===== config.mk =====
export PLATFORM = sky130hd
export DESIGN_NAME = posit_extract
export DESIGN_NICKNAME = d
export VERILOG_FILES = /design/src/rtl/posit_defines.sv /design/src/rtl/posit_lead_run.sv /design/src/rtl/posit_extract.sv
export SDC_FILE = /design/constraint.sdc
export NUM_CORES = 1
export LEC_CHECK = 0
export ABC_AREA = 0
export ABC_CLOCK_PERIOD_IN_PS = 13000
export BUFFER_PORTS_ARGS = -buffer_cell sky130_fd_sc_hd__buf_2
export CAP_MARGIN = 10
export CORE_AREA = 2 2 130 132
export DETAILED_ROUTE_END_ITERATION = 8
export DIE_AREA = 0 0 132 134
export PLACE_DENSITY = 0.86
export REMOVE_ABC_BUFFERS = 1
export SLEW_MARGIN = 20
export SYNTH_ARGS = -nofsm -noshare
export SYNTH_HDL_FRONTEND = slang
export SYNTH_SLANG_ARGS = --single-unit

===== constraint.sdc =====
create_clock -name clk -period 13 [get_ports clk]
set_clock_uncertainty 0.15 [all_clocks]
set_input_delay 0.65 -clock clk [delete_from_list [all_inputs] [get_ports clk]]
set_output_delay 0.65 -clock clk [all_outputs]
set_load 0.01 [all_outputs]

===== src/rtl/posit_defines.sv =====
// Shared posit format definitions: word geometry and the unpacked value record
// handed from the decoder to the posit arithmetic units.
package posit_defines;

    localparam int NBITS   = 32;
    localparam int ES      = 2;
    localparam int FBITS   = NBITS - 3 - ES;
    localparam int SCALE_W = 8;
    localparam int RUN_W   = $clog2(NBITS);

    // Not-a-Real pattern: sign bit set, every other bit clear
    localparam logic [NBITS-1:0] NAR = {1'b1, {(NBITS-1){1'b0}}};

    // Unpacked posit as seen by the multiplier and adder stages
    typedef struct packed {
        logic                      sign;
        logic signed [SCALE_W-1:0] scale;
        logic [ES-1:0]             exponent;
        logic [FBITS-1:0]          fraction;
        logic                      inf;
        logic                      zero;
    } value;

    // First pipeline slot: sign, magnitude bits below the sign, special flags
    typedef struct packed {
        logic             sign;
        logic [NBITS-2:0] mag;
        logic             zero;
        logic             inf;
    } s1_slot_t;

endpackage


===== src/rtl/posit_lead_run.sv =====
// Regime run detector: reports the leading bit of the regime field and the
// number of consecutive copies of it, counted from the MSB.
module posit_lead_run
    import posit_defines::*;
(
    input  logic [NBITS-2:0] r_i,
    output logic             run_bit_o,
    output logic [RUN_W-1:0] run_len_o
);

    logic run_stop;

    // Walk from the MSB down, counting bits equal to the first one until a flip
    always_comb begin
        run_bit_o = r_i[NBITS-2];
        run_len_o = '0;
        run_stop  = 1'b0;
        for (int i = NBITS - 2; i >= 0; i--) begin
            if (!run_stop && (r_i[i] == r_i[NBITS-2])) begin
                run_len_o = run_len_o + RUN_W'(1);
            end else begin
                run_stop = 1'b1;
            end
        end
    end

endmodule


===== src/rtl/posit_extract.sv =====
// Two-stage pipelined posit decoder with valid/ready handshaking on both sides.
// S1 captures sign, magnitude and the zero/NaR flags; S2 decodes the regime,
// exponent and fraction and its registers drive out_value directly.
module posit_extract
    import posit_defines::*;
(
    input  logic             clk,
    input  logic             rst_n,
    input  logic [NBITS-1:0] in_data,
    input  logic             in_valid,
    output logic             in_ready,
    output value             out_value,
    output logic             out_valid,
    input  logic             out_ready
);

    localparam logic signed [SCALE_W-1:0] ONE_S = 1;

    // Magnitude of a posit word: two's-complement negate when the sign is set
    function automatic logic [NBITS-1:0] posit_abs(input logic [NBITS-1:0] x);
        return x[NBITS-1] ? (~x + NBITS'(1)) : x;
    endfunction

    // scale = k * 2^ES + exponent, with k = m-1 for a run of ones, -m for zeros
    function automatic logic signed [SCALE_W-1:0] calc_scale(
        input logic             run_bit,
        input logic [RUN_W-1:0] run_len,
        input logic [ES-1:0]    expo
    );
        logic signed [SCALE_W-1:0] m_s;
        logic signed [SCALE_W-1:0] k_s;
        m_s = $signed({{(SCALE_W-RUN_W){1'b0}}, run_len});
        k_s = run_bit ? (m_s - ONE_S) : -m_s;
        return (k_s <<< ES) + $signed({{(SCALE_W-ES){1'b0}}, expo});
    endfunction

    logic             s1_vld_q, s1_vld_d;
    s1_slot_t         s1_q, s1_d;
    logic             s2_vld_q, s2_vld_d;
    value             s2_q, s2_d;

    logic             s2_load;
    logic             s1_load;
    logic [NBITS-1:0] in_abs;

    logic             run_bit;
    logic [RUN_W-1:0] run_len;
    logic [RUN_W:0]   tail_shamt;
    logic [ES+FBITS-1:0] tail;
    value             dec;

    // S2 accepts whenever it is empty or its item leaves; S1 whenever it can shift
    assign s2_load  = !s2_vld_q || out_ready;
    assign s1_load  = !s1_vld_q || s2_load;
    assign in_ready = s1_load;
    assign in_abs   = posit_abs(in_data);

    // ---------------- Stage 1: sign, magnitude, special flags ----------------
    // Next S1 slot: capture the input word whenever S1 is free to shift
    always_comb begin
        s1_vld_d = s1_vld_q;
        s1_d     = s1_q;
        if (s1_load) begin
            s1_vld_d = in_valid;
            s1_d.sign = in_data[NBITS-1];
            s1_d.mag  = in_abs[NBITS-2:0];
            s1_d.zero = (in_data == '0);
            s1_d.inf  = (in_data == NAR);
        end
    end

    // S1 occupancy is the only S1 state that needs a reset value
    always_ff @(posedge clk) begin
        if (!rst_n) begin
            s1_vld_q <= 1'b0;
        end else begin
            s1_vld_q <= s1_vld_d;
        end
    end

    // S1 payload; never observed unless s1_vld_q is set
    always_ff @(posedge clk) begin
        s1_q <= s1_d;
    end

    // ---------------- Stage 2: regime, exponent, fraction, scale ----------------
    posit_lead_run u_lead_run (
        .r_i       (s1_q.mag),
        .run_bit_o (run_bit),
        .run_len_o (run_len)
    );

    // Drop the regime run plus its terminator; a full-width run leaves nothing.
    // The low bits beyond exponent+fraction fall off the bottom.
    assign tail_shamt = {1'b0, run_len} + (RUN_W+1)'(1);
    assign tail       = (ES+FBITS)'((s1_q.mag << tail_shamt) >> (NBITS-1-ES-FBITS));

    // Decoded record for the S1 slot; all fields zero when the slot is empty
    always_comb begin
        dec = '0;
        if (s1_vld_q) begin
            if (s1_q.zero) begin
                dec.zero = 1'b1;
            end else if (s1_q.inf) begin
                dec.inf  = 1'b1;
                dec.sign = 1'b1;
            end else begin
                dec.sign     = s1_q.sign;
                dec.exponent = tail[ES+FBITS-1 -: ES];
                dec.fraction = tail[FBITS-1:0];
                dec.scale    = calc_scale(run_bit, run_len, tail[ES+FBITS-1 -: ES]);
            end
        end
    end

    // Next S2 contents: load from S1 when allowed, otherwise hold for the stall
    always_comb begin
        s2_vld_d = s2_vld_q;
        s2_d     = s2_q;
        if (s2_load) begin
            s2_vld_d = s1_vld_q;
            s2_d     = dec;
        end
    end

    // S2 registers feed the output port, so both valid and record are cleared on reset
    always_ff @(posedge clk) begin
        if (!rst_n) begin
            s2_vld_q <= 1'b0;
            s2_q     <= '0;
        end else begin
            s2_vld_q <= s2_vld_d;
            s2_q     <= s2_d;
        end
    end

    assign out_valid = s2_vld_q;
    assign out_value = s2_q;

endmodule


==> out/summary.txt <==
Area growth, synth to finish -> 17.7%
Root Driver -> clkbuf_16
Synth area leader -> edfxtp_1
Critical register-to-register path startpoint -> s1_q[29]
Slowest CP cell -> or4_4
First-pass GRT wire length -> 39200 um
Gr usage total -> 0.269
Critical Path End -> out_value[24]
Most used cell, CP -> nor2_1
DIE HEIGHT -> 134 um
Worst Setup Slack post-DPL -> -163 ps
Vias/cell -> 6.41
CTS Buf Count -> 9
Ratio of cells with drive above 1 in the final layout -> 0.228
CP Data Required Time -> 13090 ps
Synth Area per Inst -> 8.13 um^2
Detailed Route WL -> 26200 um
Sequential area share after synthesis -> 0.207
First drt pass iteration count -> 6
Status -> complete, but fails checks
CTS tree -> built
Post-Syn Area -> 8800 um^2
Initial antenna violation count -> 0
Final hold slack -> 299 ps
Failing checks -> negative setup slack
EDFF count, synth -> 34
Synthesized instance count -> 1082
Die W -> 132 um
Most frequent cell after synthesis -> nand2_1
DRT antenna net count -> 0
Post-synth top flop -> dfxtp_1
CTS sink cnt -> 74
R2R setup slack -> -10 ps
DRC viols -> 0
I/O Buffers -> 77
CP Class -> flop to flop
Setup Viol. Count Final -> 1
Max_cap viols -> 0
Vias in the first global route -> 8195
# diodes -> 0
Clk buf depth -> 2
CP Launch Type -> flop
Final nets -> 1230
Pins Over Slew Limit -> 0
Via count -> 8907
Largest net degree at the start of global routing -> 53
Final worst slack -> -13.5 ps
I/O pins -> 78
Post-synth top cells -> nand2_1 (119), mux2i_1 (93), nor2_1 (85), xnor2_1 (70), a21oi_1 (56)
Standby leakage power -> 4.26 nW
Synthesis-stage register bit count -> 74
Post-Place Cells -> 1352
Worst skew pair latency -> 350 ps
Die area -> 17700 um^2
Clk slew on worst S/H paths -> 70 ps
RePlAce Congestion -> 0.978
FF-to-FF path depth -> 68
Critical path's largest stage delay -> 560 ps
Hpwl dp -> 18100 um
Slew HR -> 0.333
Hold Fails Final Rpt -> 0
FMAX -> 0.0768 GHz
Hold WC Path Type -> flop to flop
Crit Path Max Fanout -> 6
Cell variety after synth -> 94
Initial DRC count -> 998
Total grt overflow -> 0
Non-Filler Instances -> 1390
Core Region -> 16300 um^2
Pwr Density -> 121 nW/um^2
Ys Warns -> 0
H-tree depth -> 3
Worst Max-Slew Pin Slew -> 992 ps
Ys async rst share -> 0
Initial core utilization -> 0.540
Fin Setup TNS -> -13.5 ps
Row Count -> 47
Critical Path AT -> 13110 ps
Worst VDD drop -> 0.0939 mV
R2r endpoint -> out_value[24]
Top area cells in the synthesized netlist -> edfxtp_1 (12%), mux2i_1 (11%), dfxtp_1 (9.1%)
Worst Setup End Kind -> flop
Post-synth top area share -> 0.116
Tmin final -> 13010 ps
Drt wl/cell -> 18.8 um
Critical path origin -> s1_q[29]
Final Cycle Share -> 1.00
Hold-fix buffers, CTS -> 0
## cell type report
type                    instances  area, um^2
multi-input cells             906        6930
inverters                      38         143
repair buffers                136         878
clock buffers                   9         225
well taps                     220         275
flip-flops and latches         74        1820
fillers                      1242        5940
clock inverters                 7        81.3
## sequential cells by signal (all words and copies together), names as in the netlist
name	flops
s1_q	34
out_valid	1
out_value	38
s1_vld_q	1
## cell families (layout without fill, tap and decap cells)
| group | after synthesis | after routing | synth area share |
|---|---|---|---|
| buffers and inverters | 103 | 190 | 0.0488 |
| multiplexers | 105 | 105 | 0.124 |
| AO/OA/AOI/OAI | 274 | 274 | 0.220 |
| adder cells (fa/ha/maj) | 33 | 33 | 0.0459 |
| AND/OR/NAND/NOR | 389 | 390 | 0.227 |
| XOR/XNOR | 104 | 104 | 0.127 |
| flip-flops | 74 | 74 | 0.207 |
## cells in the final DEF (no fill, tap or decap), types with 9 or more instances in the layout
| cell | count |
|---|---|
| a211oi_1 | 10 |
| a21o_1 | 11 |
| a21oi_1 | 49 |
| a22o_1 | 10 |
| and2_1 | 17 |
| and3_1 | 13 |
| buf_2 | 77 |
| buf_4 | 51 |
| clkbuf_16 | 9 |
| dfxtp_1 | 40 |
| edfxtp_1 | 34 |
| ha_1 | 16 |
| ha_4 | 11 |
| inv_1 | 38 |
| mux2i_1 | 92 |
| nand2_1 | 116 |
| nand2b_1 | 14 |
| nand3_1 | 31 |
| nor2_1 | 80 |
| nor2b_1 | 21 |
| nor3_1 | 14 |
| o211ai_1 | 9 |
| o21a_1 | 11 |
| o21ai_0 | 43 |
| o31ai_1 | 18 |
| or3_1 | 9 |
| xnor2_1 | 68 |
| xor2_1 | 18 |
## routing by layer
layer / routed length (um) / up-vias / GRT usage
met5: 0 / - / 0
met3: 2190 / 109 / 0.0574
met4: 1120 / 0 / 0.107
met2: 12700 / 490 / 0.470
li1: - / 4124 / -
met1: 10100 / 4184 / 0.323
## report_power, final
part	switching (mW)	internal, mW
clock	0.114	0.152
sequential	0.0333	0.267
combinational	0.390	0.292
## worst max-delay path, delay by kind of cell, from the launching register on
kind,cells,cell delay [ps]
compound gates,24,4050
xor+xnor,4,900
flops,1,460
buf+inv,6,790
mux,3,680
simple gates,19,2760
fa+ha+maj,12,3070
## stage by stage
step	utilization	power, mW	instance area (um^2)
after floorplan	-	0.723	8510
final	0.635	1.25	10300
after detailed placement	0.583	0.880	9500
after CTS	0.606	1.16	9870
after global routing	0.635	1.31	10300
after global placement	0.583	0.865	9500
## what timing repair did
item                                    CTS  global route
endpoints found under the hold margin     0             0
buffers inserted                          4            17
cloned                                    0             1
resized for setup                        10            60
endpoints found under the setup margin   23            34
pin swaps                                 0            33
## how the worst min path moves through the flow
| stage | startpoint | end | slack, ps | depth (start not counted) |
|---|---|---|---|---|
| 6_report | out_value[37] | out_value[37] | 300 | 2 |
| 5_1_grt | out_value[37] | out_value[37] | 330 | 2 |
| 4_1_cts | out_value[37] | out_value[37] | 300 | 2 |
| 3_5_place_dp | out_value[37] | out_value[37] | 290 | 2 |
| 3_3_place_gp | out_value[37] | out_value[37] | 280 | 2 |
| 2_1_floorplan | out_value[13] | out_value[13] | 330 | 2 |
Note: power is estimated with default switching activity, not from simulation.
